==> src/rtl/ifetch_unit.sv <==
`default_nettype none
// ============================================================================
// Module  : ifetch_unit
// Brief   : Instruction fetch front end. Holds the PC, issues credit-limited
//           in-order imem word requests, buffers responses in a FIFO for decode
//           and flushes/redirects on taken branches, dropping stale responses.
// Revision: 1.0 - initial release
// ============================================================================
module ifetch_unit #(
    parameter logic [31:0] RESET_ADDR = 32'h0000_0000,
    parameter int          DEPTH      = 2
) (
    input  logic        i_clk,
    input  logic        i_rst,
    output logic        o_imem_req,
    output logic [31:0] o_imem_addr,
    input  logic        i_imem_ready,
    input  logic        i_imem_rvalid,
    input  logic [31:0] i_imem_rdata,
    input  logic        i_redirect,
    input  logic [31:0] i_redirect_pc,
    output logic        o_inst_valid,
    output logic [31:0] o_inst,
    output logic [31:0] o_inst_pc,
    input  logic        i_inst_ready
);

    localparam int                 c_ptr_w   = $clog2(DEPTH);
    localparam int                 c_cnt_w   = $clog2(DEPTH) + 1;
    localparam logic [c_cnt_w:0]   c_depth   = (c_cnt_w + 1)'(DEPTH);
    localparam logic [c_cnt_w-1:0] c_cnt_one = c_cnt_w'(1);
    localparam logic [c_ptr_w-1:0] c_ptr_one = c_ptr_w'(1);
    localparam logic [31:0]        c_nop     = 32'h0000_0013;

    logic [31:0]        r_pc;
    logic [c_cnt_w-1:0] r_count;
    logic [c_cnt_w-1:0] r_inflight;
    logic [c_cnt_w-1:0] r_drop;
    logic [c_ptr_w-1:0] r_fifo_rd;
    logic [c_ptr_w-1:0] r_fifo_wr;
    logic [c_ptr_w-1:0] r_tag_rd;
    logic [c_ptr_w-1:0] r_tag_wr;
    logic [31:0]        r_fifo_inst [DEPTH];
    logic [31:0]        r_fifo_pc   [DEPTH];
    logic [31:0]        r_tag_pc    [DEPTH];

    logic [c_cnt_w:0]   w_credit_used;
    logic               w_accept;
    logic               w_rsp;
    logic               w_rsp_drop;
    logic               w_push;
    logic               w_pop;
    logic [c_cnt_w-1:0] w_inflight_next;
    logic [c_cnt_w-1:0] w_count_next;
    logic               w_unused_redirect_lsb;

    // Every outstanding request owns a FIFO slot, so responses can never overflow it
    assign w_credit_used = {1'b0, r_inflight} + {1'b0, r_count};
    assign o_imem_req    = !i_rst && (w_credit_used < c_depth);
    assign o_imem_addr   = r_pc;

    assign w_accept   = o_imem_req && i_imem_ready;
    assign w_rsp      = i_imem_rvalid && (r_inflight != '0);
    assign w_rsp_drop = w_rsp && (r_drop != '0);
    assign w_push     = w_rsp && !w_rsp_drop && !i_redirect;
    assign w_pop      = o_inst_valid && i_inst_ready && !i_redirect;

    assign w_inflight_next = r_inflight + (w_accept ? c_cnt_one : '0)
                                        - (w_rsp    ? c_cnt_one : '0);

    always_comb begin
        w_count_next = r_count;
        case ({w_push, w_pop})
            2'b10:   w_count_next = r_count + c_cnt_one;
            2'b01:   w_count_next = r_count - c_cnt_one;
            default: w_count_next = r_count;
        endcase
    end

    assign w_unused_redirect_lsb = ^i_redirect_pc[1:0];

    always_ff @(posedge i_clk) begin
        if (i_rst) begin
            r_pc       <= RESET_ADDR;
            r_count    <= '0;
            r_inflight <= '0;
            r_drop     <= '0;
            r_fifo_rd  <= '0;
            r_fifo_wr  <= '0;
            r_tag_rd   <= '0;
            r_tag_wr   <= '0;
        end else begin
            r_inflight <= w_inflight_next;

            // The PC tag queue tracks every request, dropped or not, so it stays aligned
            if (w_accept) begin
                r_tag_pc[r_tag_wr] <= r_pc;
                r_tag_wr           <= r_tag_wr + c_ptr_one;
            end
            if (w_rsp) begin
                r_tag_rd <= r_tag_rd + c_ptr_one;
            end

            if (i_redirect) begin
                r_pc      <= {i_redirect_pc[31:2], 2'b00};
                r_count   <= '0;
                r_fifo_rd <= '0;
                r_fifo_wr <= '0;
                r_drop    <= w_inflight_next;
            end else begin
                if (w_accept) begin
                    r_pc <= r_pc + 32'd4;
                end
                if (w_rsp_drop) begin
                    r_drop <= r_drop - c_cnt_one;
                end
                if (w_push) begin
                    r_fifo_inst[r_fifo_wr] <= i_imem_rdata;
                    r_fifo_pc[r_fifo_wr]   <= r_tag_pc[r_tag_rd];
                    r_fifo_wr              <= r_fifo_wr + c_ptr_one;
                end
                if (w_pop) begin
                    r_fifo_rd <= r_fifo_rd + c_ptr_one;
                end
                r_count <= w_count_next;
            end
        end
    end

    assign o_inst_valid = (r_count != '0);
    assign o_inst       = o_inst_valid ? r_fifo_inst[r_fifo_rd] : c_nop;
    assign o_inst_pc    = o_inst_valid ? r_fifo_pc[r_fifo_rd]   : 32'h0000_0000;

endmodule
`default_nettype wire

==> config.mk <==
export PLATFORM = sky130hd
export DESIGN_NAME = ifetch_unit
export DESIGN_NICKNAME = d
export VERILOG_FILES = /design/src/rtl/ifetch_unit.sv
export SDC_FILE = /design/constraint.sdc
export NUM_CORES = 1
export LEC_CHECK = 0
export CORE_MARGIN = 2
export CORE_UTILIZATION = 55
export CTS_CLUSTER_SIZE = 40
export DETAILED_ROUTE_END_ITERATION = 8
export GPL_ROUTABILITY_DRIVEN = 0
export GPL_TIMING_DRIVEN = 0
export PLACE_DENSITY_LB_ADDON = 0.3
export SYNTH_ARGS = -nofsm -noshare
export SYNTH_HDL_FRONTEND = slang
export SYNTH_SLANG_ARGS = --single-unit
==> constraint.sdc <==
create_clock -name i_clk -period 13.6 [get_ports i_clk]
set_input_delay 2.72 -clock i_clk [delete_from_list [all_inputs] [get_ports i_clk]]
set_output_delay 2.72 -clock i_clk [all_outputs]
set_load 0.03 [all_outputs]
; Word-level counts from Yosys, hierarchy flattened
; Memory sizes are Yosys's and may differ from the RTL's. A register that Yosys moved wholly into a read port is not among the register bits.
; Index checks and enable logic that the tools add are counted.
[classes]
addsub = 11
n_lt_le_gt_ge = 1
n_eq_ne = 2
n_mux = 22
n_reduce_logical = 18
[ops]
columns = cell, n
row1 = 32-bit two-way mux, 4
row2 = "32-bit by 3-bit adder with 32-bit output, second input constant", 1
row3 = 1-bit two-way mux, 15
row4 = 2-bit nonzero test, 6
row5 = 1-bit logical AND, 8
row6 = "1-bit adder, second input constant", 4
row7 = 2-bit two-way mux, 2
row8 = 2-bit case mux with 2 select lines, 1
row9 = "2-bit by 1-bit subtractor with 2-bit output, second input constant", 2
row10 = 2-bit by 2-bit adder with 3-bit output, 1
row11 = 1-bit zero test, 3
row12 = "3-bit by 2-bit < comparator with 1-bit output, second input constant", 1
row13 = 2-bit by 1-bit adder with 2-bit output, 1
row14 = "2-bit by 1-bit adder with 2-bit output, second input constant", 1
row15 = "2-bit by 1-bit equality test with 1-bit output, second input constant", 1
row16 = "2-bit equality test, second input constant", 1
row17 = 2-bit OR reduction, 1
row18 = 2-bit by 1-bit subtractor with 2-bit output, 1
[totals]
regBits = 42
mem_bits_rw = 192
in_bits = 70
n_memories = 3
[memory_table]
columns = memory, words, word_bits, rd, rd_clocked_by_memory_dff, write_ports, line_no
row1 = r_fifo_inst, 2, 32, 1, 1, 1, 43  ; logic [31:0] r_fifo_inst [DEPTH];
row2 = r_fifo_pc, 2, 32, 1, 1, 1, 44  ; logic [31:0] r_fifo_pc [DEPTH];
row3 = r_tag_pc, 2, 32, 1, 1, 1, 45  ; logic [31:0] r_tag_pc [DEPTH];

; Longest topological paths before layout
; Gate-level depths: netlist of run 1.
[logic_depth]
word_depth = 10
mapped_depth = 13
ltp_nobuf = 12

; Worst setup path after synthesis of run 1
; OpenSTA, ideal clock, no wires.
[synth_timing]
kind = input -> register
startpoint = in i_redirect
endpoint = mem r_fifo_inst[0][0] (enable)
setup_time_ps = 558
t_arrival_ps = 7550
path_slack_ps = 5491
stages = 4
n_path_buf = 2
path_cell_list = clkbuf_1 > or2_2 > clkbuf_1 > nor3_1
[synth_via]
elab_chain_cells = 6
[synth_lines]
columns = element, line_no
row1 = from (decl), 20  ; input logic i_redirect,
row2 = 1-bit zero test, 65  ; assign w_push = w_rsp && !w_rsp_drop && !i_redirect;
row3 = 1-bit logical AND, 65
row4 = 1-bit two-way mux, 117  ; if (w_push) begin
row5 = 1-bit two-way mux *, 104  ; if (i_redirect) begin
row6 = 1-bit two-way mux *, 83  ; if (i_rst) begin
row7 = 1-bit two-way mux (implied by the code) *, 118  ; r_fifo_inst[r_fifo_wr] <= i_imem_rdata;
row8 = to (decl), 43
; Every way passes the cells marked *; elsewhere a longest branch is shown, timed or not.

; Worst setup path in the final report of run 1
[layout_timing]
startpoint = in i_rst
endpoint = out o_imem_req
[layout_via]
elab_chain_cells = 2
[layout_lines]
columns = element, line_no
row1 = from (decl), 14  ; input logic i_rst,
row2 = 1-bit zero test, 59  ; assign o_imem_req = !i_rst && (w_credit_used < c_depth);
row3 = 1-bit logical AND, 59
row4 = to (decl), 15  ; output logic o_imem_req,
; No other way between the ends.

==> out/metrics.yaml, run 1 <==
synthesis:
  seq_area_frac_synth_pct: 70.1
  synth.avg_cell_area_um2: 14.2
  synth.distinct_cells: 40
  yosysWarnings: 0
  synth_area_mm2: 0.00909
  syn-instance-count: 638
  synth_seq_cells: 226
clock_tree:
  ctsRootBufferMaster: "clkbuf_16"
  clk_latency_ps: 490
  clockBufferDepth: 3
  cts.sinks: 226
  cts_max_level: 1
  path_clk_slew_ps: 60
  cts_tree: "yes"
  holdBufCountCts: 0
  ctsResizeCount: 0
  postCtsSetupRepairBufs: 0
  cts_buffers: 22
detailed_routing:
  vias_per_cell: 5.46
  drtPass1Iterations: 4
  wl_um: 19400
  post-route-drc-count: 0
  wl_per_cell_um: 18.2
  drt_iter0_drc: 374
  num_vias: 5845
  postRouteAntennaNets: 0
finish:
  antennaDiodeCount: 0
  multi_input_area_mm2: 0.00256
  final_cell_mix: "edfxtp_1, clkdlybuf4s50_1, nor2_1"
  finish.utilization_pct: 74.2
  area_growth_pct: 30.6
  final_cells: 1070
  drive_gt1_share_pct: 10.5
  nFillCells: 1028
  final_nets: 914
  final_common_cell: "edfxtp_1"
  ff_latch_area_mm2: 0.00637
die:
  dieArea_mm2: 0.0176
  initial_core_util_pct: 56.8
  rows: 46
  ios: 168
  core_area_mm2: 0.0160
  chipWidth_um: 133
  fp.dieH_um: 133
worst_setup_path:
  crit_top_cell: "clkdlybuf4s50_1"
  required_ps: 10880
  start_kind: "input pin"
  cpLargestDelayFamily: "buffers and inverters"
  cp_slowest_cell: "clkdlybuf4s50_1"
  end_kind: "primary output"
  path_cells: "clkdlybuf4s50_1, clkbuf_1, buf_1, nor3_1, clkdlybuf4s50_1"
  cp.arrival_ps: 4870
  slowest_delay_ps: 620
  path_buf_inv: 4
  cp_max_fo: 10
  reg2reg_slack_ps: 10360
  worstSetupPathType: "in -> out"
power_and_ir_drop:
  seqPwrFrac_pct: 50.0
  p_int_mw: 1.26
  power_frac_comb_pct: 14.6
  clock_power_share_pct: 35.4
  power_density_mw_per_mm2: 140
  ir_drop_mv: 0.0831
  p_switching_uw: 398
  p_sw_share_pct: 23.9
  leakagePower_nw: 3.85
sta:
  rsz0062_at_grt: "false"
  finalSetupTns_ps: 0
  timing.hold.ws_ps: 540
  min_period_over_period_pct: 55.8
  worst_pin_slew_ps: 818
  max_clock_freq_ghz: 0.132
  slew_headroom_pct: 45.0
  finalWorstPathRequiredPeriod_ps: 7590
  setup-violations-final: 0
  report.final.slew_viol_count: 0
  fin_worst_skew_ps: 7.71
  hold_viol: 0
placed_design:
  dp_hpwl_um: 13300
  numPortBuffers: 160
  dp_cells: 1029
grt:
  grt_pass1_vias: 5940
  grt_pass1_wl_um: 30400
  grt_overflow: 0
  grt_max_degree: 31
  antenna_found_initial: 0
  track_usage_pct: 21.8
outcome:
  status: "complete, no violations"
run:
  maxCapViolations: 0
worst_hold_path:
  hold_class: "reg -> reg"
stage by stage:
step	cell area (um2)	setup slack [ps]	power [mW]
floorplan	9100	5490	0.992
global placement	11000	3060	1.07
detailed placement	11100	6040	1.08
CTS	11800	6040	1.67
global route	11900	5900	1.72
finish	11900	6010	1.66
power by group through the flow:
stage	logic, mW	registers (mW)	clock network, mW
2_1_floorplan	0.139	0.852	0
6_report	0.242	0.832	0.589
3_5_place_dp	0.238	0.845	0
4_1_cts	0.242	0.831	0.595
3_3_place_gp	0.225	0.847	0
5_1_grt	0.261	0.836	0.621
cell type report:
type	count	share of cell area, %
well taps	216	2.28
clock buffers	36	5.86
multi-input cells	371	21.6
flip-flops and latches	226	53.6
inverters	8	0.253
plain buffers	36	1.28
clock inverters	4	0.190
repair buffers	173	14.9
synth_stat cells (all sizes together):
cell type | count | area share, %
nand3 | 8 | 0.44
mux2 | 31 | 3.8
clkbuf | 23 | 0.95
nor4b | 1 | 0.096
nor2 | 94 | 3.9
and4 | 1 | 0.096
a311oi | 2 | 0.19
o21a | 1 | 0.083
and2 | 3 | 0.21
or4 | 3 | 0.25
or3 | 4 | 0.28
fa | 1 | 0.22
o21ai | 3 | 0.17
xnor2 | 23 | 2.2
inv | 8 | 0.33
nand2 | 33 | 1.4
nor3 | 10 | 0.55
or2 | 1 | 0.069
o21bai | 2 | 0.17
mux2i | 66 | 7.3
nand2b | 1 | 0.069
a211oi | 13 | 1.1
buf | 13 | 0.72
nor4 | 10 | 0.89
edfxtp | 184 | 61
o22ai | 4 | 0.28
nor2b | 2 | 0.14
conb | 1 | 0.041
a31oi | 1 | 0.069
dfxtp | 42 | 9.3
ha | 5 | 0.69
xor2 | 11 | 1.1
nand4 | 11 | 0.92
nand3b | 1 | 0.083
a21oi | 14 | 0.77
and3 | 7 | 0.48
path summary, 6_finish.rpt:
check,end,startpoint,depth (start not counted)
hold reg to reg,r_tag_pc[0][29]$_DFFE_PP_,o_imem_addr[29]$_SDFFE_PP0P_,0
hold / removal,r_tag_pc[0][29]$_DFFE_PP_,o_imem_addr[29]$_SDFFE_PP0P_,0
setup reg to reg,o_imem_addr[24]$_SDFFE_PP0P_,r_count[0]$_SDFFE_PP0P_,9
setup / recovery,o_imem_req,i_rst,5
sequential cells by signal (all words and copies together) (netlist names), named ones only:
name and count:
r_count 2, r_drop 2, r_tag_rd 1, r_inflight 2
o_imem_addr 30, r_fifo_inst 64, r_fifo_rd 1, r_tag_pc 60
r_fifo_pc 60, r_tag_wr 1, r_fifo_wr 1
cells by family after synthesis:
kind of cell / share of synthesized area [%]
muxes: 11.1
and+or+nand+nor: 9.82
buffers and inverters: 2.00
DFF: 70.1
AOI/OAI and AO/OA: 2.79
adders and majority gates: 0.909
xor gates and xnor gates: 3.28
other: 0.0413
routing by layer:
| metal | vias to the layer above | wire length, um | GRT usage (%) |
|---|---|---|---|
| met2 | 259 | 9690 | 37.4 |
| met3 | 37 | 1220 | 3.45 |
| met1 | 2804 | 8140 | 28.8 |
| li1 | 2745 | - | - |
| met4 | 0 | 368 | 6.57 |
| met5 | - | 0 | 0 |
Note: power is estimated with default switching activity, not from simulation.
==> run 2: changes to the inputs <==
--- a/config.mk
+++ b/config.mk
@@ -6,7 +6,7 @@
 export NUM_CORES = 1
 export LEC_CHECK = 0
 export CORE_MARGIN = 2
-export CORE_UTILIZATION = 55
+export CORE_UTILIZATION = 47
 export CTS_CLUSTER_SIZE = 40
 export DETAILED_ROUTE_END_ITERATION = 8
 export GPL_ROUTABILITY_DRIVEN = 0
==> constraint.sdc (replaced) <==
create_clock -name i_clk -period 6.2 [get_ports i_clk]
set_input_delay 1.24 -clock i_clk [delete_from_list [all_inputs] [get_ports i_clk]]
set_output_delay 1.24 -clock i_clk [all_outputs]
set_load 0.03 [all_outputs]
==> out/metrics.yaml, run 2 (synthesis results as in run 1) <==
worst_setup_path:
  rr_worst_depth: 9  # unchanged
  cp_max_fo: 10  # unchanged
  worstSetupPathType: "in -> out"  # unchanged
  end_kind: "primary output"  # unchanged
  required_ps: 4960  # was 10880 ps
  path_cells: "clkdlybuf4s50_1, clkbuf_1, buf_1, nor3_1, clkdlybuf4s50_1"  # unchanged
  cp.arrival_ps: 3450  # was 4870 ps
  slowest_delay_ps: 630  # was 620 ps
  crit_top_cell: "clkdlybuf4s50_1"  # unchanged
  cp_slowest_cell: "clkdlybuf4s50_1"  # unchanged
  start_kind: "input pin"  # unchanged
sta:
  worst_pin_slew_ps: 784  # was 818 ps
  max_clock_freq_ghz: 0.213
  fin_worst_skew_ps: 14.2  # was 7.71 ps
  rsz0062_at_grt: "false"  # unchanged
  min_period_over_period_pct: 75.6
  finalWorstPathRequiredPeriod_ps: 4690
  hold_viol: 0  # unchanged
  report.final.slew_viol_count: 0  # unchanged
  setup-violations-final: 0  # unchanged
  slew_headroom_pct: 47.7  # was 45.0%
clock_tree:
  postCtsSetupRepairBufs: 0  # unchanged
  holdBufCountCts: 0  # unchanged
  cts.sinks: 226  # unchanged
  cts_buffers: 23  # was 22
  cts_max_level: 1  # unchanged
  ctsRootBufferMaster: "clkbuf_16"  # unchanged
  ctsResizeCount: 0  # unchanged
  cts_tree: "yes"  # unchanged
  path_clk_slew_ps: 60  # about the same
  clockBufferDepth: 3  # unchanged
  clk_latency_ps: 510  # was 490 ps
finish:
  final_nets: 915  # was 914
  area_growth_pct: 31.5  # was 30.6%
  final_cells: 1115  # was 1070
  final_common_cell: "edfxtp_1"  # unchanged
  antennaDiodeCount: 0  # unchanged
  largest-register: "r_fifo_inst"  # unchanged
  final_cell_mix: "edfxtp_1, clkdlybuf4s50_1, nor2_1"  # unchanged
  reg_top3: "r_fifo_inst: 64 flops, r_fifo_pc: 60 flops, r_tag_pc: 60 flops"  # unchanged
  largest_reg_flops: 64  # unchanged
  nFillCells: 1362  # was 1028
  drive_gt1_share_pct: 10.3  # was 10.5%
detailed_routing:
  post-route-drc-count: 0  # unchanged
  wl_per_cell_um: 16.9  # was 18.2 um
  drt_iter0_drc: 212  # was 374
  drtPass1Iterations: 4  # unchanged
  num_vias: 5687  # was 5845
  wl_um: 18800  # was 19400 um
  postRouteAntennaNets: 0  # unchanged
  vias_per_cell: 5.10  # was 5.46
die:
  chipWidth_um: 143  # was 133 um
  ios: 168  # unchanged
  core_area_mm2: 0.0188  # was 0.0160 mm2
  fp.dieH_um: 143  # was 133 um
  dieArea_mm2: 0.0205  # was 0.0176 mm2
  rows: 50  # was 46
  initial_core_util_pct: 48.3  # was 56.8%
power_and_ir_drop:
  power_density_mw_per_mm2: 312  # was 140 mW/mm2
  leakagePower_nw: 3.85  # about the same
  ir_drop_mv: 0.203  # was 0.0831 mV
  power_mw: 3.73  # was 1.66 mW
grt:
  grt_pass1_wl_um: 29400  # was 30400 um
  grt_overflow: 0  # unchanged
  grt_use_met1_pct: 23.0  # was 28.8%
  grt.met2_usage_pct: 32.2  # was 37.4%
  grt_max_degree: 31  # unchanged
  grt_pass1_vias: 5827  # was 5940
  track_usage_pct: 18.3  # was 21.8%
  busiest_layer: "met2"  # unchanged
  use_met3_pct: 3.55  # was 3.45%
  antenna_found_initial: 0  # unchanged
placed_design:
  numPortBuffers: 160  # unchanged
  dp_cells: 1074  # was 1029
  dp_hpwl_um: 13600  # was 13300 um
worst_hold_path:
  hold_class: "reg -> reg"  # unchanged
  min_path_cells: 2  # was 0
run:
  maxCapViolations: 0  # unchanged
outcome:
  status: "complete, no violations"  # unchanged
[run 2: final cells by class]
class,instances,area (um2),area share (%)
buffer,36,151,1.27
clock buffer,26,587,4.91
clock inverter,15,171,1.43
inverter,8,30.0,0.251
multi-input combinational,371,2560,21.5
sequential,226,6370,53.3
tap,260,325,2.72
timing repair buffer,173,1750,14.7
[run 2: metrics by stage]
step	worst slack (ps)	setup TNS (ps)	area, um2	hold WS, ps	util [%]
3_5_place_dp	1530	0	11200	508	59.4
3_3_place_gp	-2980	-369280	11000	483	58.6
5_1_grt	1380	0	11900	558	63.4
4_1_cts	1530	0	11900	524	63.4
2_1_floorplan	-429	-53170	9100	472	-
6_report	1510	0	11900	521	63.4
[run 2: worst max-delay path: cells and delay by family]
family        cells  cell delay, ps
buf+inv           4            2080
simple gates      1             140
[run 2: where the power goes]
group          leakage, nW  internal, mW  switching (mW)
Sequential            2.03          1.77          0.0544
Clock                0.365         0.843           0.535
Combinational         1.46         0.237           0.291
[run 2: routing by layer]
layer	vias up	part of all wire, %
met3	27	7.2
met4	0	1.9
li1	2745	-
met1	2711	42
met5	-	0
met2	204	49
[run 2: worst paths after layout]
kind	startpoint	end	slack [ps]
worst max-delay path	i_rst	o_imem_req	1510
worst min-delay path	r_tag_rd$_SDFFE_PP0P_	r_tag_rd$_SDFFE_PP0P_	520
worst max register to register	r_count[0]$_SDFFE_PP0P_	o_imem_addr[24]$_SDFFE_PP0P_	3010
worst min register to register	r_tag_rd$_SDFFE_PP0P_	r_tag_rd$_SDFFE_PP0P_	520
